`src/rtl/hpdmc_fmlarb_pkg.sv`:
```
// Shared constants and state encoding for the four-master FML arbiter.
package hpdmc_fmlarb_pkg;
  localparam int NMASTERS  = 4;
  localparam int BURST_LEN = 4;
  localparam int MIDX_W    = 2;

  localparam logic [MIDX_W-1:0] LAST_SERVED_RST = 2'd3;

  typedef enum logic [1:0] {
    ST_IDLE = 2'd0,
    ST_REQ  = 2'd1,
    ST_DATA = 2'd2
  } state_t;
endpackage

```
`src/rtl/hpdmc_fmlarb_rr.sv`:
```
// Round-robin picker: first requesting index strictly after last_i, wrapping modulo NMASTERS.
module hpdmc_fmlarb_rr
  import hpdmc_fmlarb_pkg::*;
(
  input  logic [NMASTERS-1:0] req_i,
  input  logic [MIDX_W-1:0]   last_i,
  output logic [MIDX_W-1:0]   next_o,
  output logic                any_o
);

  logic [MIDX_W-1:0] idx;

  // Scan farthest-first so the nearest requester after last_i wins.
  always_comb begin
    next_o = last_i;
    any_o  = |req_i;
    idx    = '0;
    for (int k = NMASTERS; k >= 1; k--) begin
      idx = last_i + k[MIDX_W-1:0];
      if (req_i[idx]) next_o = idx;
    end
  end

endmodule

```
`src/rtl/hpdmc_fmlarb.sv`:
```
// Four-master FML arbiter: round-robin grant, one request phase, then a fixed 4-beat data phase.
module hpdmc_fmlarb
  import hpdmc_fmlarb_pkg::*;
#(
  parameter int sdram_depth = 26
) (
  input  logic                            sys_clk,
  input  logic                            sys_rst_n,
  input  logic [4*sdram_depth-1:0]        m_adr,
  input  logic [NMASTERS-1:0]             m_stb,
  input  logic [NMASTERS-1:0]             m_we,
  output logic [NMASTERS-1:0]             m_ack,
  input  logic [31:0]                     m_sel,
  input  logic [255:0]                    m_di,
  output logic [63:0]                     m_do,
  output logic [sdram_depth-1:0]          s_adr,
  output logic                            s_stb,
  output logic                            s_we,
  input  logic                            s_ack,
  output logic [7:0]                      s_sel,
  output logic [63:0]                     s_di,
  input  logic [63:0]                     s_do,
  output logic [MIDX_W-1:0]               grant,
  output logic                            busy
);

  state_t            state_q, state_d;
  logic [MIDX_W-1:0] grant_q, grant_d;
  logic [MIDX_W-1:0] last_q, last_d;
  logic [1:0]        cnt_q, cnt_d;
  logic [MIDX_W-1:0] rr_next;
  logic              rr_any;
  logic              in_req;

  hpdmc_fmlarb_rr u_rr (
    .req_i  (m_stb),
    .last_i (last_q),
    .next_o (rr_next),
    .any_o  (rr_any)
  );

  always_ff @(posedge sys_clk or negedge sys_rst_n) begin
    if (!sys_rst_n) begin
      state_q <= ST_IDLE;
      grant_q <= '0;
      last_q  <= LAST_SERVED_RST;
      cnt_q   <= '0;
    end else begin
      state_q <= state_d;
      grant_q <= grant_d;
      last_q  <= last_d;
      cnt_q   <= cnt_d;
    end
  end

  always_comb begin
    state_d = state_q;
    grant_d = grant_q;
    last_d  = last_q;
    cnt_d   = cnt_q;
    case (state_q)
      ST_IDLE: begin
        if (rr_any) begin
          grant_d = rr_next;
          state_d = ST_REQ;
        end
      end
      ST_REQ: begin
        if (s_ack) begin
          last_d  = grant_q;
          cnt_d   = '0;
          state_d = ST_DATA;
        end else if (!m_stb[grant_q]) begin
          // Master withdrew before the controller took the request.
          state_d = ST_IDLE;
        end
      end
      ST_DATA: begin
        cnt_d = cnt_q + 2'd1;
        if (cnt_q == 2'(BURST_LEN - 1)) state_d = ST_IDLE;
      end
      default: state_d = ST_IDLE;
    endcase
  end

  assign in_req = (state_q == ST_REQ);
  assign busy   = (state_q != ST_IDLE);
  assign grant  = grant_q;

  assign s_stb = in_req & m_stb[grant_q];
  assign s_we  = in_req & m_we[grant_q];
  assign s_adr = m_adr[grant_q*sdram_depth +: sdram_depth];
  assign s_sel = busy ? m_sel[grant_q*8 +: 8] : 8'd0;
  assign s_di  = busy ? m_di[grant_q*64 +: 64] : 64'd0;
  assign m_do  = s_do;

  always_comb begin
    m_ack          = '0;
    m_ack[grant_q] = in_req & s_ack;
  end

endmodule
```
`config.mk`:
```
export PLATFORM = sky130hd
export DESIGN_NAME = hpdmc_fmlarb
export DESIGN_NICKNAME = d
export VERILOG_FILES = /design/src/rtl/hpdmc_fmlarb_pkg.sv /design/src/rtl/hpdmc_fmlarb_rr.sv /design/src/rtl/hpdmc_fmlarb.sv
export SDC_FILE = /design/constraint.sdc
export NUM_CORES = 1
export LEC_CHECK = 0
export CAP_MARGIN = 40
export CORE_AREA = 8 8 245 247
export CTS_CLUSTER_DIAMETER = 200
export DETAILED_ROUTE_END_ITERATION = 8
export DIE_AREA = 0 0 253 255
export DONT_BUFFER_PORTS = 1
export GPL_TIMING_DRIVEN = 0
export PLACE_DENSITY = 0.3
export REMOVE_ABC_BUFFERS = 1
export SYNTH_ARGS = -nofsm -noshare
export SYNTH_HDL_FRONTEND = slang
export SYNTH_SLANG_ARGS = --single-unit
```
`constraint.sdc`:
```
create_clock -name sys_clk -period 1.9 [get_ports sys_clk]
set_clock_uncertainty 0.2 [all_clocks]
set_input_delay 0.285 -clock sys_clk [delete_from_list [all_inputs] [get_ports sys_clk]]
set_output_delay 0.285 -clock sys_clk [all_outputs]
set_load 0.1 [all_outputs]
```
**Word level (Yosys, flattened, before mapping)**

Index checks and enable logic that the tools add are counted.

- Mux-type cells: 24
- Reductions and logical operators: 9
- Equal/unequal tests: 7
- Multipliers: 1
- Shift-type cells: 3
- Bitwise operators: 4
- $add $sub $neg: 4
- Magnitude comparators: 5

Operators by type and width:

| kind | count |
|---|---|
| $shiftx 256x9->64 | 1 |
| $shiftx 104x8->26 | 1 |
| $mux 64 | 1 |
| $shiftx 32x6->8 | 1 |
| $mux 2 | 8 |
| $lt 2x3->1 const B | 4 |
| $bmux 1 s2 | 5 |
| $mux 8 | 1 |
| $mul 2x4->6 const B | 1 |
| $mux 1 | 6 |
| $ne 2x2->1 const B | 3 |
| $pmux 2 s3 | 1 |
| $reduce_and 2->1 | 3 |
| $add 2x1->2 const B | 2 |
| $add 2x2->2 const B | 2 |
| $and 4x4->4 | 1 |
| $eq 2x2->1 const B | 2 |
| $pmux 2 s2 | 1 |
| $reduce_bool 2->1 | 2 |
| $reduce_or 4->1 | 1 |
| $and 1x1->1 | 3 |
| $ne 3x3->1 const B | 1 |
| $reduce_and 3->1 | 1 |
| $demux 1 s2 | 1 |
| other kinds (4) | 4 |

- Output and inout bits: 171
- Input port bits: 467
- Flip-flop bits (word level): 8

**Longest topological paths before layout**

Gate-level depths: netlist (run 1).

- Depth in word-level cells: 6
- Depth in mapped cells: 6
- Gate-level depth less buffers: 3

**Hierarchy**

Synthesis (run 1) repeated with hierarchy kept, for this count alone.

- Cells, all modules: 316
- Area, all modules: 3819.9 µm²

Modules (own cells, without submodules):

| module | times used | area an instance (µm²) | cells each |
|---|---|---|---|
| hpdmc_fmlarb | 1 | 3747.3 | 302 |
| hpdmc_fmlarb_rr | 1 | 72.6 | 14 |

**Least setup slack after synthesis (run 1)**

Ideal clock, no wire load.

- Kind: register to output
- Start point: register grant_q[1], in the netlist grant[1]
- End point: output m_ack[2]
- Data required time: 1415 ps
- Slack: -2412 ps
- Cell stages (with the launch flop): 5
- Arrival: 3827 ps
- Cells stage by stage: dfrtp_1 -> buf_2 -> buf_2 -> buf_2 -> nor3b_1

- Cells in the longest elaborated chain, start to end: 5
- Elaborated cells between the ends (all ways): 6
- Those cells by class: order compare (2); mux (2); bitwise (1); reduce/logical (1)

RTL lines:

| item | RTL line | RTL |
|---|---|---|
| start: declaration | hpdmc_fmlarb.sv:28 | `logic [MIDX_W-1:0] grant_q, grant_d;` |
| start signal: assignment | hpdmc_fmlarb.sv:50 | `grant_q <= grant_d;` |
| $lt 2x3->1 (not written as such) or $ge 2x1->1 (tied branches) | hpdmc_fmlarb.sv:99 | `m_ack[grant_q] = in_req & s_ack;` |
| $logic_and 1x1->1 (not written as such) | hpdmc_fmlarb.sv:99 |  |
| $mux 1 (not written as such) | hpdmc_fmlarb.sv:99 |  |
| $demux 1 s2 (*) | hpdmc_fmlarb.sv:99 |  |
| $and 4x4->4 (no line) (*) | - |  |
| end: declaration | hpdmc_fmlarb.sv:12 | `output logic [NMASTERS-1:0] m_ack,` |

Mark *: on every way between the ends. The rest lies on a longest branch, timed or not.

**Final worst setup path (run 1)**

- Start point: register grant_q[1], in the netlist grant[1]
- End point: output s_stb

- Cells in the longest elaborated chain, start to end: 3

RTL lines:

| item | RTL line | RTL |
|---|---|---|
| $bmux 1 s2 | hpdmc_fmlarb.sv:90 | `assign s_stb = in_req & m_stb[grant_q];` |
| $mux 1 (not written as such) | hpdmc_fmlarb.sv:90 |  |
| $and 1x1->1 | hpdmc_fmlarb.sv:90 |  |
| end: declaration | hpdmc_fmlarb.sv:17 | `output logic s_stb,` |

Every way passes these cells. The select of a mux whose other input is x is not followed.

==> flow_summary.rst, run 1 <==
.. list-table::
   :header-rows: 1

   * - Metric
     - Value
   * - Run status
     - finished with violations
   * - Violations in the final reports
     - negative setup slack
   * - Fraction of the cycle the final worst path needs
     - 148%
   * - First-pass DRT Iterations
     - 4
   * - Vias in the first global route
     - around 3900
   * - Commonest cells after routing, fill and taps aside
     - sky130_fd_sc_hd__mux4_2 (100), sky130_fd_sc_hd__and2_4 (54), sky130_fd_sc_hd__buf_12 (46), sky130_fd_sc_hd__buf_16 (29), sky130_fd_sc_hd__buf_8 (22)
   * - Wire length of the first global-routing pass
     - just under 40000 µm
   * - Fin util
     - 11.9%
   * - Final GP Congestion
     - roughly 0.77
   * - Count of clock tree sinks
     - 8
   * - Critical Path Sink Type
     - output pin
   * - Final routed wirelength across all metal layers
     - 32600 µm
   * - Hold_ws
     - 0.106 ns
   * - Data arrival time at the worst-slack endpoint
     - approximately 2.3 ns
   * - CP Data Required Time
     - roughly 1.4 ns
   * - Pin count of the biggest net entering global routing
     - 56
   * - Maximum clock rate
     - roughly 360 MHz
   * - Full die area
     - 64500 µm²
   * - Clock-pin slew reported for the worst setup and hold paths after clock tree synthesis
     - 0.04 ns
   * - Number of nets in the layout
     - between 800 and 900
   * - Final Critical Period
     - between 2 and 3 ns
   * - Number of stages on the worst setup path
     - 4
   * - Number of DRC violations after detailed-routing iteration 0
     - between 200 and 250
   * - Setup violation total in the final timing report
     - approximately 110
   * - Max-slew headroom
     - roughly 60%
   * - Routed wire length per instance
     - approximately 30 µm
   * - Setup repair after global routing missed its margin
     - true
   * - Transition time at the pin with the least slew margin
     - just over 0.6 ns
   * - Worst min-delay path category
     - primary input to flip-flop
   * - Worst setup SP type
     - flip-flop
   * - Number of remaining DRC errors
     - 0
   * - H-tree depth
     - 1
   * - Vias per std cell
     - just over 3
   * - Most common cell after layout, fill and taps aside
     - sky130_fd_sc_hd__mux4_2
   * - Bufs and invs on worst path
     - 2
   * - Number of warning messages in the yosys log
     - 0
   * - Via count of the routed design
     - 3400
   * - Clock Root Buffer
     - sky130_fd_sc_hd__clkbuf_16
   * - TritonCTS Buffers
     - 3
   * - Setup slack on the worst flop-to-flop path
     - -0.14 ns
   * - Startpoint of the most critical setup path
     - grant[1]
   * - Number of standard cells after synthesis
     - about 320
   * - Distinct cell type count of the synthesized netlist
     - 30
   * - Number of top-level pins
     - 638
   * - Setup Total Neg Slack
     - -80.32 ns
   * - Count of antenna-violating nets left after detailed routing
     - 0
   * - Gate family responsible for the most delay along the worst path
     - flip-flops
   * - Post-layout worst setup margin
     - -0.908 ns
   * - Critical-path cell list
     - buf_16 -> mux4_2 -> nand2_4 -> clkinvlp_4
   * - CORE AREA
     - ~56000 µm²
   * - Sequential share of the synthesized area
     - about 5.3%
   * - Critical-path top delay cell
     - sky130_fd_sc_hd__dfrtp_4
   * - R2r startpoint
     - grant[1]
   * - Register bit count reported by yosys
     - 8
   * - Crit Path Category
     - flip-flop to output pin
   * - CTS tree
     - built
   * - Clk Latency, worst-skew pair
     - 0.23 ns
   * - DP Wirelength
     - approximately 25000 µm
   * - Endpoint of the most critical setup path
     - s_stb
   * - Depth of the worst register-to-register path
     - 4
   * - Layout overhead on the synthesized area
     - 72.9%
   * - Total count of hold-check failures in the final report
     - 0
   * - Post-synthesis instance area
     - approximately 3800 µm²
   * - Number of cell rows
     - 87
   * - DIE WIDTH
     - 253 µm
   * - Worst-path fanout max
     - around 40
   * - Fraction of layout cells with a size suffix above 1
     - ~85%
   * - Initial antenna violation count
     - 13
   * - Count of buffers from port buffering
     - 0
   * - Avg Cell Area, Syn
     - roughly 12 µm²
   * - Global router's overall resource usage
     - roughly 9.0%
   * - Initial standard-cell utilization of the core
     - under 10%
   * - Critical R2R Capture
     - state_q[0]
   * - Critical Path Max Stage Delay
     - 0.69 ns
   * - Clock buffer depth
     - 2
   * - Worst Min Path Start
     - s_ack
   * - Height of the die
     - about 260 µm
   * - Max-slew violation total from the final report
     - 0
   * - Congestion Overflow GR
     - 0
   * - Minimum setup slack after placement
     - -0.950 ns
   * - Max-cap violations
     - 0
final cells by class:
class	count	area, µm²
Multi-Input combinational cell	213	3160
Sequential cell	8	213
Antenna cell	4	10.0
Inverter	3	15.0
Timing Repair Buffer	109	2210
Clock buffer	4	78.8
Fill cell	6316	49300
Tap cell	756	946
worst register-to-register path: cells and delay by family (launching register included):
kind                   cells  cell delay [ns]
AND/OR/NAND/NOR            1             0.11
multiplexers               1             0.59
flip-flops                 1             0.69
buffers and inverters      1             0.28
AO/OA/AOI/OAI              1             0.05
kinds of logic (layout without fill, tap and decap cells):
logic type | Yosys count | count (layout) | share of synthesized area [%]
simple gates | 93 | 95 | 14.8
compound gates | 13 | 13 | 2.19
fa+ha+maj | 1 | 1 | 0.326
flops | 8 | 8 | 5.28
mux | 104 | 104 | 59.8
buf+inv | 99 | 116 | 17.6
other cells | 0 | 4 | 0
flip-flops by register name, indices dropped and copies added (netlist names):
| register | flops |
|---|---|
| last_q | 2 |
| state_q | 2 |
| cnt_q | 2 |
| grant | 2 |
what timing repair did:
action	CTS	global route
hold buffers	2	0
endpoints found under the hold margin	9	0
gates cloned	11	2
setup endpoints to repair	108	107
gates resized for setup	78	47
pin swaps	15	5
setup buffers	15	4
how the worst min path moves through the flow:
stage | end | slack (ns) | depth (start not counted)
final | cnt_q[0] | 0.11 | 3
after detailed placement | cnt_q[0] | -0.21 | 0
after CTS | cnt_q[1] | 0.11 | 3
after global routing | cnt_q[1] | 0.15 | 3
after floorplan | cnt_q[0] | -0.21 | 0
after global placement | state_q[1] | -0.21 | 0
Yosys cell counts:
cell                       number  area share, %
sky130_fd_sc_hd__clkbuf_1      12            1.2
sky130_fd_sc_hd__buf_12         1           0.52
sky130_fd_sc_hd__and2_1        73             12
sky130_fd_sc_hd__o21bai_1       1           0.20
sky130_fd_sc_hd__or2_1          2           0.33
sky130_fd_sc_hd__mux2i_1        2           0.52
sky130_fd_sc_hd__o41ai_1        1           0.23
sky130_fd_sc_hd__nor3_1         2           0.26
sky130_fd_sc_hd__o41a_1         1           0.29
sky130_fd_sc_hd__a21boi_0       1           0.20
sky130_fd_sc_hd__dfstp_2        2            1.4
sky130_fd_sc_hd__dfrtp_1        6            3.9
sky130_fd_sc_hd__inv_1          3           0.29
sky130_fd_sc_hd__ha_1           1           0.33
sky130_fd_sc_hd__mux2_2         2           0.59
sky130_fd_sc_hd__a21oi_1        3           0.39
sky130_fd_sc_hd__and4_1         1           0.23
sky130_fd_sc_hd__mux4_2       100             59
sky130_fd_sc_hd__nor3b_1        3           0.59
sky130_fd_sc_hd__buf_4         68             13
sky130_fd_sc_hd__o22ai_1        1           0.16
sky130_fd_sc_hd__nor4_1         1           0.16
sky130_fd_sc_hd__buf_6          2           0.59
sky130_fd_sc_hd__nor2b_1        1           0.16
sky130_fd_sc_hd__nand2_1        4           0.39
sky130_fd_sc_hd__o21ai_0        4           0.52
sky130_fd_sc_hd__nand2b_1       3           0.49
sky130_fd_sc_hd__buf_2         13            1.7
sky130_fd_sc_hd__a211oi_1       1           0.20
sky130_fd_sc_hd__nor2_1         3           0.29
metrics by stage:
stage / area [µm²] / instances
floorplan: 3170 / 222
global placement: 4120 / 978
detailed placement: 5690 / 1060
CTS: 6500 / 1092
global route: 6620 / 1093
finish: 6630 / 1097
routing by layer:
layer / part of all wire, % / vias up / wire, µm / global-route usage [%]
li1: - / 1241 / - / -
met1: 35 / 1671 / 11300 / 9.38
met2: 44 / 442 / 14200 / 14.0
met3: 19 / 36 / 6350 / 7.74
met4: 1.4 / 10 / 458 / 0.427
met5: 0.65 / - / 212 / 2.93
Power of run 1 is left out: the tool's default activity adds up to more than one toggle a clock period on the data nets, which glitch-free logic cannot reach.
==> run 2, diff against run 1 <==
--- a/config.mk
+++ b/config.mk
@@ -6,10 +6,10 @@
 export NUM_CORES = 1
 export LEC_CHECK = 0
 export CAP_MARGIN = 40
-export CORE_AREA = 8 8 245 247
+export CORE_AREA = 2 2 246 248
 export CTS_CLUSTER_DIAMETER = 200
 export DETAILED_ROUTE_END_ITERATION = 8
-export DIE_AREA = 0 0 253 255
+export DIE_AREA = 0 0 248 250
 export DONT_BUFFER_PORTS = 1
 export GPL_TIMING_DRIVEN = 0
 export PLACE_DENSITY = 0.3
@@ -17,3 +17,4 @@
 export SYNTH_ARGS = -nofsm -noshare
 export SYNTH_HDL_FRONTEND = slang
 export SYNTH_SLANG_ARGS = --single-unit
+export TNS_END_PERCENT = 20
==> run 2 against run 1 <==
- the run still ends with negative setup slack left
- register-to-register slack better by 0.12 ns
- die area is 3.9% lower
- final cell count is 2.2% higher
- sequential share of layout area is 0.11 points higher
- critical path type unchanged
- critical endpoint is now s_sel[6]
==> flow_summary.rst, run 2 (synthesized netlist as in run 1, its figures left out) <==
.. list-table::
   :header-rows: 1

   * - Metric
     - Value
   * - Maximum clock rate
     - 397 MHz (+11%)
   * - Post-layout worst setup margin
     - -0.621 ns (+0.287 ns)
   * - Total count of hold-check failures in the final report
     - 0 (unchanged)
   * - Wire length of the first global-routing pass
     - 33700 µm (-14%)
   * - Max-slew violation total from the final report
     - 0 (unchanged)
   * - Max-slew headroom
     - 63.2% (+3.5 points)
   * - DIE WIDTH
     - 248 µm (-2.0%)
   * - Max-cap violations
     - 0 (unchanged)
   * - Final Critical Period
     - 2.52 ns (-0.287 ns)
   * - TritonCTS Buffers
     - 3 (unchanged)
   * - Worst-path fanout max
     - 8 (-80%)
   * - Number of top-level pins
     - 638 (unchanged)
   * - Initial antenna violation count
     - 12 (-1)
   * - Clock buffer depth
     - 2 (unchanged)
   * - Setup repair after global routing missed its margin
     - true
   * - Fraction of layout cells with a size suffix above 1
     - 75.4% (-9.5 points)
   * - Vias in the first global route
     - 3807 (-1.3%)
   * - Congestion Overflow GR
     - 0 (unchanged)
   * - Run status
     - finished with violations
   * - Height of the die
     - 250 µm (-2.0%)
   * - CTS tree
     - built
   * - CORE AREA
     - 59600 µm² (+6.5%)
   * - Clk Latency, worst-skew pair
     - 0.24 ns (about the same)
   * - Layout overhead on the synthesized area
     - 67.4%
   * - Fillers
     - 6723 (+6.4%)
   * - First-pass DRT Iterations
     - 4 (unchanged)
   * - Count of clock tree sinks
     - 8 (unchanged)
   * - Number of remaining DRC errors
     - 0 (unchanged)
   * - Vias per std cell
     - 3.06 (-1.2%)
   * - Worst setup SP type
     - flip-flop
   * - Global router's overall resource usage
     - 8.10% (-0.85 points)
   * - Crit Path Category
     - flip-flop to output pin
   * - DP Wirelength
     - 21000 µm (-16%)
   * - CP Data Required Time
     - 1.41 ns (about the same)
   * - Pin count of the biggest net entering global routing
     - 51 (-8.9%)
   * - Final routed wirelength across all metal layers
     - 27900 µm (-14%)
   * - Violations in the final reports
     - negative setup slack
   * - Setup Total Neg Slack
     - -51.12 ns (+29.20 ns)
   * - Most common cell after layout, fill and taps aside
     - sky130_fd_sc_hd__mux4_2
   * - Number of nets in the layout
     - 802 (-0.50%)
   * - Number of DRC violations after detailed-routing iteration 0
     - 174 (-20%)
   * - Initial standard-cell utilization of the core
     - 6.44% (-0.42 points)
   * - Full die area
     - 62000 µm² (-3.9%)
   * - Clock-pin slew reported for the worst setup and hold paths after clock tree synthesis
     - 0.04 ns (about the same)
   * - Data arrival time at the worst-slack endpoint
     - 2.04 ns (-0.28 ns)
   * - Setup violation total in the final timing report
     - 105 (-0.94%)
   * - Via count of the routed design
     - 3431 (+0.91%)
   * - Critical Path Sink Type
     - output pin
   * - Worst min-delay path category
     - primary input to flip-flop
   * - Number of cell rows
     - 90 (+3.4%)
   * - Count of buffers from port buffering
     - 0 (unchanged)
   * - Count of antenna-violating nets left after detailed routing
     - 0 (unchanged)
   * - Final GP Congestion
     - 0.794 (+3.8%)
   * - Fraction of the cycle the final worst path needs
     - 133% (-15 points)
   * - Hold_ws
     - 0.0687 ns (-0.0378 ns)
   * - H-tree depth
     - 1 (unchanged)
   * - Transition time at the pin with the least slew margin
     - 0.553 ns (-0.0533 ns)
   * - Routed wire length per instance
     - 24.9 µm (-16%)
   * - Commonest cells after routing, fill and taps aside
     - sky130_fd_sc_hd__mux4_2 (100), sky130_fd_sc_hd__buf_8 (50), sky130_fd_sc_hd__and2_1 (49), sky130_fd_sc_hd__buf_16 (31), sky130_fd_sc_hd__and2_4 (23)
   * - Clock Root Buffer
     - sky130_fd_sc_hd__clkbuf_16
## run 2: changes by cell type in the layout (fill, tap and decap cells not counted), moves of 2 or more
cell                      delta
sky130_fd_sc_hd__buf_12     -32
sky130_fd_sc_hd__and2_4     -31
sky130_fd_sc_hd__and2_1     +30
sky130_fd_sc_hd__buf_8      +28
sky130_fd_sc_hd__buf_16      +2
sky130_fd_sc_hd__diode_2     +2
## run 2: path summary, 6_finish.rpt
kind	to	cells past startpoint	startpoint	slack, ns
max in group asynchronous	grant[0]	1	sys_rst_n	0.92
setup reg to reg	grant[0]	4	state_q[0]	-0.02
hold / removal	state_q[1]	2	s_ack	0.07
setup / recovery	s_sel[6]	5	grant[0]	-0.62
hold reg to reg	cnt_q[1]	2	cnt_q[1]	0.36
min in group asynchronous	cnt_q[0]	1	sys_rst_n	0.23
## run 2: area by class of cell
| class | count | area, µm² | area share [%] |
|---|---|---|---|
| timing repair buffer | 106 | 2040 | 31.8 |
| antenna | 6 | 15.0 | 0.234 |
| multi-input combinational | 212 | 3080 | 48.0 |
| tap | 782 | 978 | 15.2 |
| inverter | 3 | 13.8 | 0.214 |
| sequential | 8 | 213 | 3.31 |
| clock buffer | 4 | 78.8 | 1.23 |
## run 2: stage by stage
stage | util, % | std cells | instance area (µm²) | setup slack, ns
after global routing | 10.8 | 1120 | 6420 | -0.669
after detailed placement | 9.58 | 1086 | 5710 | -0.902
final | 10.8 | 1121 | 6420 | -0.621
after floorplan | - | 222 | 3170 | -5.49
after global placement | 6.97 | 1004 | 4150 | -7.09
after CTS | 10.6 | 1113 | 6320 | -0.649
## run 2: layer usage
metal / GRT usage, % / up-vias / part of all wire [%]
met2: 12.2 / 463 / 44
li1: - / 1239 / -
met5: 5.09 / - / 1.5
met4: 1.16 / 12 / 1.3
met3: 5.08 / 28 / 16
met1: 9.46 / 1689 / 37
## run 2: what timing repair did
action | in CTS | in global routing
gates resized for setup | 49 | 14
pin swaps | 5 | 0
hold buffers | 2 | 0
hold endpoints to repair | 9 | 0
gates cloned | 7 | 2
setup endpoints to repair | 110 | 105
setup buffers | 14 | 1
## run 2: critical path: stages, from the launching register on
cell                      delay, ns
sky130_fd_sc_hd__dfrtp_4       0.43
sky130_fd_sc_hd__buf_12        0.16
sky130_fd_sc_hd__buf_16        0.21
sky130_fd_sc_hd__mux4_2        0.60
sky130_fd_sc_hd__and2_4        0.21
sky130_fd_sc_hd__buf_16        0.16
Power of run 2 is left out for the same reason.
==> run 3, diff against run 2 <==
--- a/config.mk
+++ b/config.mk
@@ -8,6 +8,7 @@
 export CAP_MARGIN = 40
 export CORE_AREA = 2 2 246 248
 export CTS_CLUSTER_DIAMETER = 200
+export CTS_CLUSTER_SIZE = 16
 export DETAILED_ROUTE_END_ITERATION = 8
 export DIE_AREA = 0 0 248 250
 export DONT_BUFFER_PORTS = 1
==> results of run 3 <==
No change in the layout: final DEF, timing and power equal those of run 2.
Power of run 3 is left out for the same reason.
